[config.mk]
export PLATFORM = sky130hd
export DESIGN_NAME = atomic_counter_bank
export DESIGN_NICKNAME = d
export VERILOG_FILES = /design/src/rtl/atomic_cnt_pkg.sv /design/src/rtl/atomic_cnt_channel.sv /design/src/rtl/atomic_counter_bank.sv
export SDC_FILE = /design/constraint.sdc
export NUM_CORES = 1
export LEC_CHECK = 0
export BUFFER_PORTS_ARGS = -buffer_cell sky130_fd_sc_hd__buf_2
export CAP_MARGIN = 10
export CORE_UTILIZATION = 55
export DETAILED_ROUTE_END_ITERATION = 8
export PLACE_DENSITY = 0.83
export SYNTH_ARGS = -nofsm -noshare
export SYNTH_HDL_FRONTEND = slang
export SYNTH_SLANG_ARGS = --single-unit
[constraint.sdc]
create_clock -name clk -period 11.7 [get_ports clk]
set_input_delay 0.585 -clock clk [delete_from_list [all_inputs] [get_ports clk]]
set_output_delay 0.585 -clock clk [all_outputs]
set_load 0.005 [all_outputs]
[src/rtl/atomic_cnt_pkg.sv]
// Shared helpers, response type and configuration checks for atomic_counter_bank.
package atomic_cnt_pkg;

  // Widest read bus the response struct can carry.
  localparam int RSP_DATA_W = 64;

  typedef struct packed {
    logic                  ack;
    logic                  err;
    logic [RSP_DATA_W-1:0] data;
  } rsp_t;

  function automatic int nwords(input int cnt_w, input int bus_w);
    return cnt_w / bus_w;
  endfunction

  function automatic int idx_w(input int n);
    return (n <= 1) ? 1 : $clog2(n);
  endfunction

  function automatic bit cfg_ok(input int num_ch, input int cnt_w, input int bus_w);
    return (num_ch >= 1) && (bus_w >= 1) && (bus_w <= RSP_DATA_W) &&
           (cnt_w >= bus_w) && ((cnt_w % bus_w) == 0);
  endfunction

endpackage

[src/rtl/atomic_cnt_channel.sv]
// One free-running event counter; clr overrides the increment at the same edge.
module atomic_cnt_channel #(
  parameter int CNT_W = 64
) (
  input  logic             clk,
  input  logic             reset,
  input  logic             trig,
  input  logic             clr,
  output logic [CNT_W-1:0] cnt_q,
  output logic [CNT_W-1:0] cnt_next
);

  assign cnt_next = cnt_q + CNT_W'(trig);

  always_ff @(posedge clk or posedge reset) begin
    if (reset)    cnt_q <= '0;
    else if (clr) cnt_q <= '0;
    else          cnt_q <= cnt_next;
  end

endmodule

[src/rtl/atomic_counter_bank.sv]
// Bank of event counters read one BUS_W word at a time; word 0 snapshots the upper words.
// Optional clear-on-read behaviour is enabled by defining ATOMIC_CNT_CLR_ON_READ_EN.
module atomic_counter_bank
  import atomic_cnt_pkg::*;
#(
  parameter int NUM_CH = 4,
  parameter int CNT_W  = 64,
  parameter int BUS_W  = 32,
  localparam int NW    = nwords(CNT_W, BUS_W),
  localparam int CH_W  = idx_w(NUM_CH),
  localparam int WD_W  = idx_w(NW)
) (
  input  logic              clk,
  input  logic              reset,
  input  logic [NUM_CH-1:0] trig_i,
  input  logic              req_i,
  input  logic [CH_W-1:0]   ch_i,
  input  logic [WD_W-1:0]   word_i,
  output logic              ack_o,
  output logic [BUS_W-1:0]  rdata_o,
  output logic              err_o
);

`ifdef ATOMIC_CNT_CLR_ON_READ_EN
  localparam bit CLR_EN = 1'b1;
`else
  localparam bit CLR_EN = 1'b0;
`endif

  localparam bit CFG_OK = cfg_ok(NUM_CH, CNT_W, BUS_W);

  if (!CFG_OK) begin : g_bad_cfg
    $error("atomic_counter_bank: CNT_W must be a multiple of BUS_W and NUM_CH >= 1");
  end

  logic [NUM_CH-1:0][CNT_W-1:0] cnt_q, cnt_next;
  logic [NUM_CH-1:0]            clr;
  logic [CNT_W-1:0]             sel_next;
  logic                         ch_ok, wd_ok, is_w0, take;
  logic                         snap_hit;
  logic [BUS_W-1:0]             snap_word;
  rsp_t                         rsp_d, rsp_q;

  assign ch_ok    = 32'(ch_i) < NUM_CH;
  assign wd_ok    = 32'(word_i) < NW;
  assign is_w0    = (word_i == '0);
  assign take     = req_i & ch_ok & is_w0;
  assign sel_next = ch_ok ? cnt_next[ch_i] : '0;

  for (genvar c = 0; c < NUM_CH; c++) begin : g_ch
    assign clr[c] = CLR_EN & take & (32'(ch_i) == c);
    atomic_cnt_channel #(.CNT_W(CNT_W)) u_ch (
      .clk      (clk),
      .reset    (reset),
      .trig     (trig_i[c]),
      .clr      (clr[c]),
      .cnt_q    (cnt_q[c]),
      .cnt_next (cnt_next[c])
    );
  end

  if (NW > 1) begin : g_snap
    logic [NW-2:0][BUS_W-1:0] snap_q;
    logic [CH_W-1:0]          snap_ch;
    logic                     snap_valid;

    // Captures cnt_next so the upper words match the word 0 that is being returned.
    always_ff @(posedge clk or posedge reset) begin
      if (reset) begin
        snap_q     <= '0;
        snap_ch    <= '0;
        snap_valid <= 1'b0;
      end else if (take) begin
        snap_q     <= sel_next[CNT_W-1:BUS_W];
        snap_ch    <= ch_i;
        snap_valid <= 1'b1;
      end
    end

    assign snap_hit = snap_valid & (snap_ch == ch_i);

    always_comb begin
      snap_word = '0;
      for (int k = 1; k < NW; k++)
        if (32'(word_i) == k) snap_word = snap_q[k-1];
    end
  end else begin : g_nosnap
    assign snap_hit  = 1'b0;
    assign snap_word = '0;
  end

  always_comb begin
    rsp_d     = '0;
    rsp_d.ack = req_i;
    if (req_i) begin
      if (!ch_ok || !wd_ok) rsp_d.err = 1'b1;
      else if (is_w0)       rsp_d.data[BUS_W-1:0] = sel_next[BUS_W-1:0];
      else if (snap_hit)    rsp_d.data[BUS_W-1:0] = snap_word;
      else                  rsp_d.err = 1'b1;
    end
  end

  always_ff @(posedge clk or posedge reset) begin
    if (reset) rsp_q <= '0;
    else       rsp_q <= rsp_d;
  end

  assign ack_o   = rsp_q.ack;
  assign err_o   = rsp_q.err;
  assign rdata_o = rsp_q.data[BUS_W-1:0];

  logic unused_sink;
  assign unused_sink = ^{rsp_q, cnt_q};

endmodule

==> flow_metrics.py <==
metrics = {
    "timing": {
        "final.setup.tns_ns": 0,
        "fin_crit_ns": 3.40,
        "max_freq_ghz": 0.294,
        "skew_ns": 0.0214,
        "rsz0062_at_grt": "no",
        "final.period_utilization_pct": 29.0,
        "fin_ws_ns": 8.30,
        "finalHoldViolations": 0,
        "slew_violations": 0,
        "slew_headroom_pct": 20.3,
        "setup_viol": 0,
        "worst_pin_slew_ns": 1.19,
    },
    "flow_run": {
        "maxCapViolCount": 0,
    },
    "grt": {
        "overflow": 0,
        "grtUsageTotal_pct": 33.5,
        "antenna_found_initial": 0,
        "grt_max_degree": 102,
        "grt_pass1_wl_mm": 73.2,
        "first_global_vias": 12400,
    },
    "synthesis": {
        "yosys.area.top_type": "dfrtp_1",
        "synth_top_area_share_pct": 51.0,
        "yosys_warnings": 0,
        "synth_nets": 1544,
        "yosys-top-cells-area": "dfrtp_1 51%, xnor2_1 7.4%, xor2_1 6.1%",
        "synth_cells": 1526,
        "netlist_top_cells_count": "325 x dfrtp_1, 159 x nand2_1, 135 x xnor2_1, 111 x nor2_1, 111 x xor2_1",
        "synth_edf_count": 0,
        "async_flop_share_pct": 100,
        "synth_area_per_cell_um2": 10.4,
        "synth.most_common_cell": "dfrtp_1",
        "yosysUniqueCellTypes": 63,
        "syn_area_um2": 15900,
        "yosys_register_bits": 325,
        "seq_area_frac_synth_pct": 51.0,
        "yosys_most_used_dff": "dfrtp_1",
    },
    "setup_path": {
        "critical_path_arrival_ns": 3.81,
        "worstSetupPathDepth": 8,
        "worstPathCellList": "ha_1 > nand3_1 > nor4_1 > nand3_1 > nor4_1 > xor2_1 > mux4_2 > mux2_2",
        "cpPeakStageDelay_ns": 0.61,
        "crit_family": "simple AND/OR/NAND/NOR gates",
        "worst-path-buf-inv": 0,
        "reg2reg_depth": 8,
        "startpoint_type": "register",
        "crit_required_ns": 12.11,
        "end_kind": "register",
        "crit_slowest_cell": "nand3_1",
        "crit_type": "reg -> reg",
        "critPathMaxFanout": 11,
    },
    "power": {
        "leakagePower_nw": 8.15,
        "p_sw_share_pct": 25.3,
        "p_total_mw": 2.60,
        "p_switching_mw": 0.660,
        "pwr-share-comb_pct": 9.5,
        "vdd.ir_drop.worst_v": 0.0000966,
        "p_int_mw": 1.94,
        "clkPwrFrac_pct": 42.5,
        "powerDensity_nw_per_um2": 147,
        "p_seq_share_pct": 47.9,
    },
    "place": {
        "hpwlAfterDp_mm": 34.6,
        "place_ws_ns": 8.00,
        "gp_congestion": 0.990,
        "portBuffers": 43,
    },
    "routing": {
        "antenna_left": 0,
        "dr_total_vias": 12700,
        "drcViolationCount": 0,
        "initialDrtViolationCount": 1677,
        "viasPerCell": 6.43,
        "dr.pass1.iters": 6,
        "wl_per_cell_um": 24.0,
        "wirelength_mm": 47.4,
    },
    "finish": {
        "multi_input_area_um2": 7520,
        "diodes": 0,
        "fill_cells": 2204,
        "area_growth_syn_to_layout_pct": 10.9,
        "nNetsFinal": 1590,
        "final_layout_size_suffix_gt1_share_pct": 10.1,
        "seqCellArea_um2": 8130,
    },
    "floorplan": {
        "io_pins": 44,
        "initial_utilization_pct": 56.6,
        "core_um2": 28200,
        "dieArea_um2": 29700,
        "dieWidth_um": 172,
        "die_h_um": 172,
        "rows": 61,
    },
    "outcome": {
        "outcome": "completed",
    },
    "clock_network": {
        "htree_levels": 2,
        "cts_tree": "yes",
        "cts_sinks": 325,
        "cts_made_buffers": 34,
        "cts_buffer_depth": 3,
        "post_cts_resize_count": 0,
        "cts_root_buf": "clkbuf_16",
        "postCtsHoldBufs": 0,
        "clk_pin_slew_ns": 0.06,
        "clk_latency_ns": 0.52,
        "postCtsSetupBuffers": 0,
    },
    "worst_hold_path": {
        "min_path_type": "in -> async",
    },
}
==> registers in the layout (all words and copies together) (netlist names) <==
| name | cells |
|---|---|
| ack_o | 1 |
| err_o | 1 |
| g_ch.u_ch.cnt_q | 256 |
| g_snap.snap_ch | 2 |
| g_snap.snap_q | 32 |
| g_snap.snap_valid | 1 |
| rdata_o | 32 |
==> area by class of cell <==
class / instances / share of cell area (%)
Multi-Input combinational cell: 1123 / 42.5
Clock buffer: 53 / 5.91
Tap cell: 378 / 2.67
Clock inverter: 7 / 0.481
Inverter: 33 / 0.743
Timing Repair Buffer: 55 / 1.73
Sequential cell: 325 / 46.0
==> per-layer routing <==
metal	global-route usage [%]	up-vias	wire length, um
li1	-	5589	-
met1	44.4	6286	18900
met2	52.6	676	21500
met3	7.14	145	4520
met4	15.5	0	2480
met5	0	-	0
==> per-stage QoR <==
step	instance area, um2	utilization (%)	hold WS [ns]	std cells
after floorplan	15900	-	0.425	1526
after global placement	16600	58.8	0.442	1914
after detailed placement	16600	58.8	0.451	1914
after CTS	17700	62.8	0.222	1974
after global routing	17700	62.8	0.242	1974
final	17700	62.8	0.186	1974
==> power groups by stage <==
stage                     clock [mW]  sequential (mW)  combinational, mW
after floorplan                    0             1.25              0.164
after global placement             0             1.26              0.235
after detailed placement           0             1.26              0.242
after CTS                       1.11             1.25              0.245
after global routing            1.16             1.25              0.268
final                           1.11             1.25              0.248
==> cells by family (layout without fill, tap and decap cells) <==
kind of cell	Yosys count	in the layout	synth area share [%]
adders and majority gates	8	8	0.628
DFF	325	325	51.0
AOI/OAI and AO/OA	142	142	6.50
and+or+nand+nor	677	677	22.1
buffers and inverters	78	148	1.89
xor gates and xnor gates	246	246	13.5
muxes	50	50	4.35
==> final timing paths <==
kind,from,to,slack (ns)
setup / recovery,g_ch[1].u_ch.cnt_q[0],g_snap.snap_q[8],8.30
hold / removal,reset,g_ch[0].u_ch.cnt_q[7],0.19
setup reg to reg,g_ch[1].u_ch.cnt_q[0],g_snap.snap_q[8],8.30
hold reg to reg,g_ch[1].u_ch.cnt_q[63],g_ch[1].u_ch.cnt_q[63],0.46
max in group asynchronous,reset,g_ch[2].u_ch.cnt_q[45],10.03
min in group clk,req_i,ack_o,0.24
==> layout by cell type (no fill, tap or decap), types with 6 or more instances in the layout <==
master	instances
or3_1	9
nor4_1	47
mux2i_1	30
nand2_1	159
buf_4	12
nand4_1	74
xor2_1	111
nand3_1	102
and3_1	40
clkbuf_8	6
nand2b_1	7
mux4_2	15
nor3_1	56
dfrtp_1	325
or4_1	6
buf_2	43
nor2_1	111
o211ai_1	16
inv_1	31
and4_1	25
xnor2_1	135
a21oi_1	34
o21ai_0	11
ha_1	8
a221oi_1	8
clkbuf_16	37
a22oi_1	17
or2_2	13
o221ai_1	7
clkbuf_1	10
and2_1	10
Power figures use the tool's default switching activity.
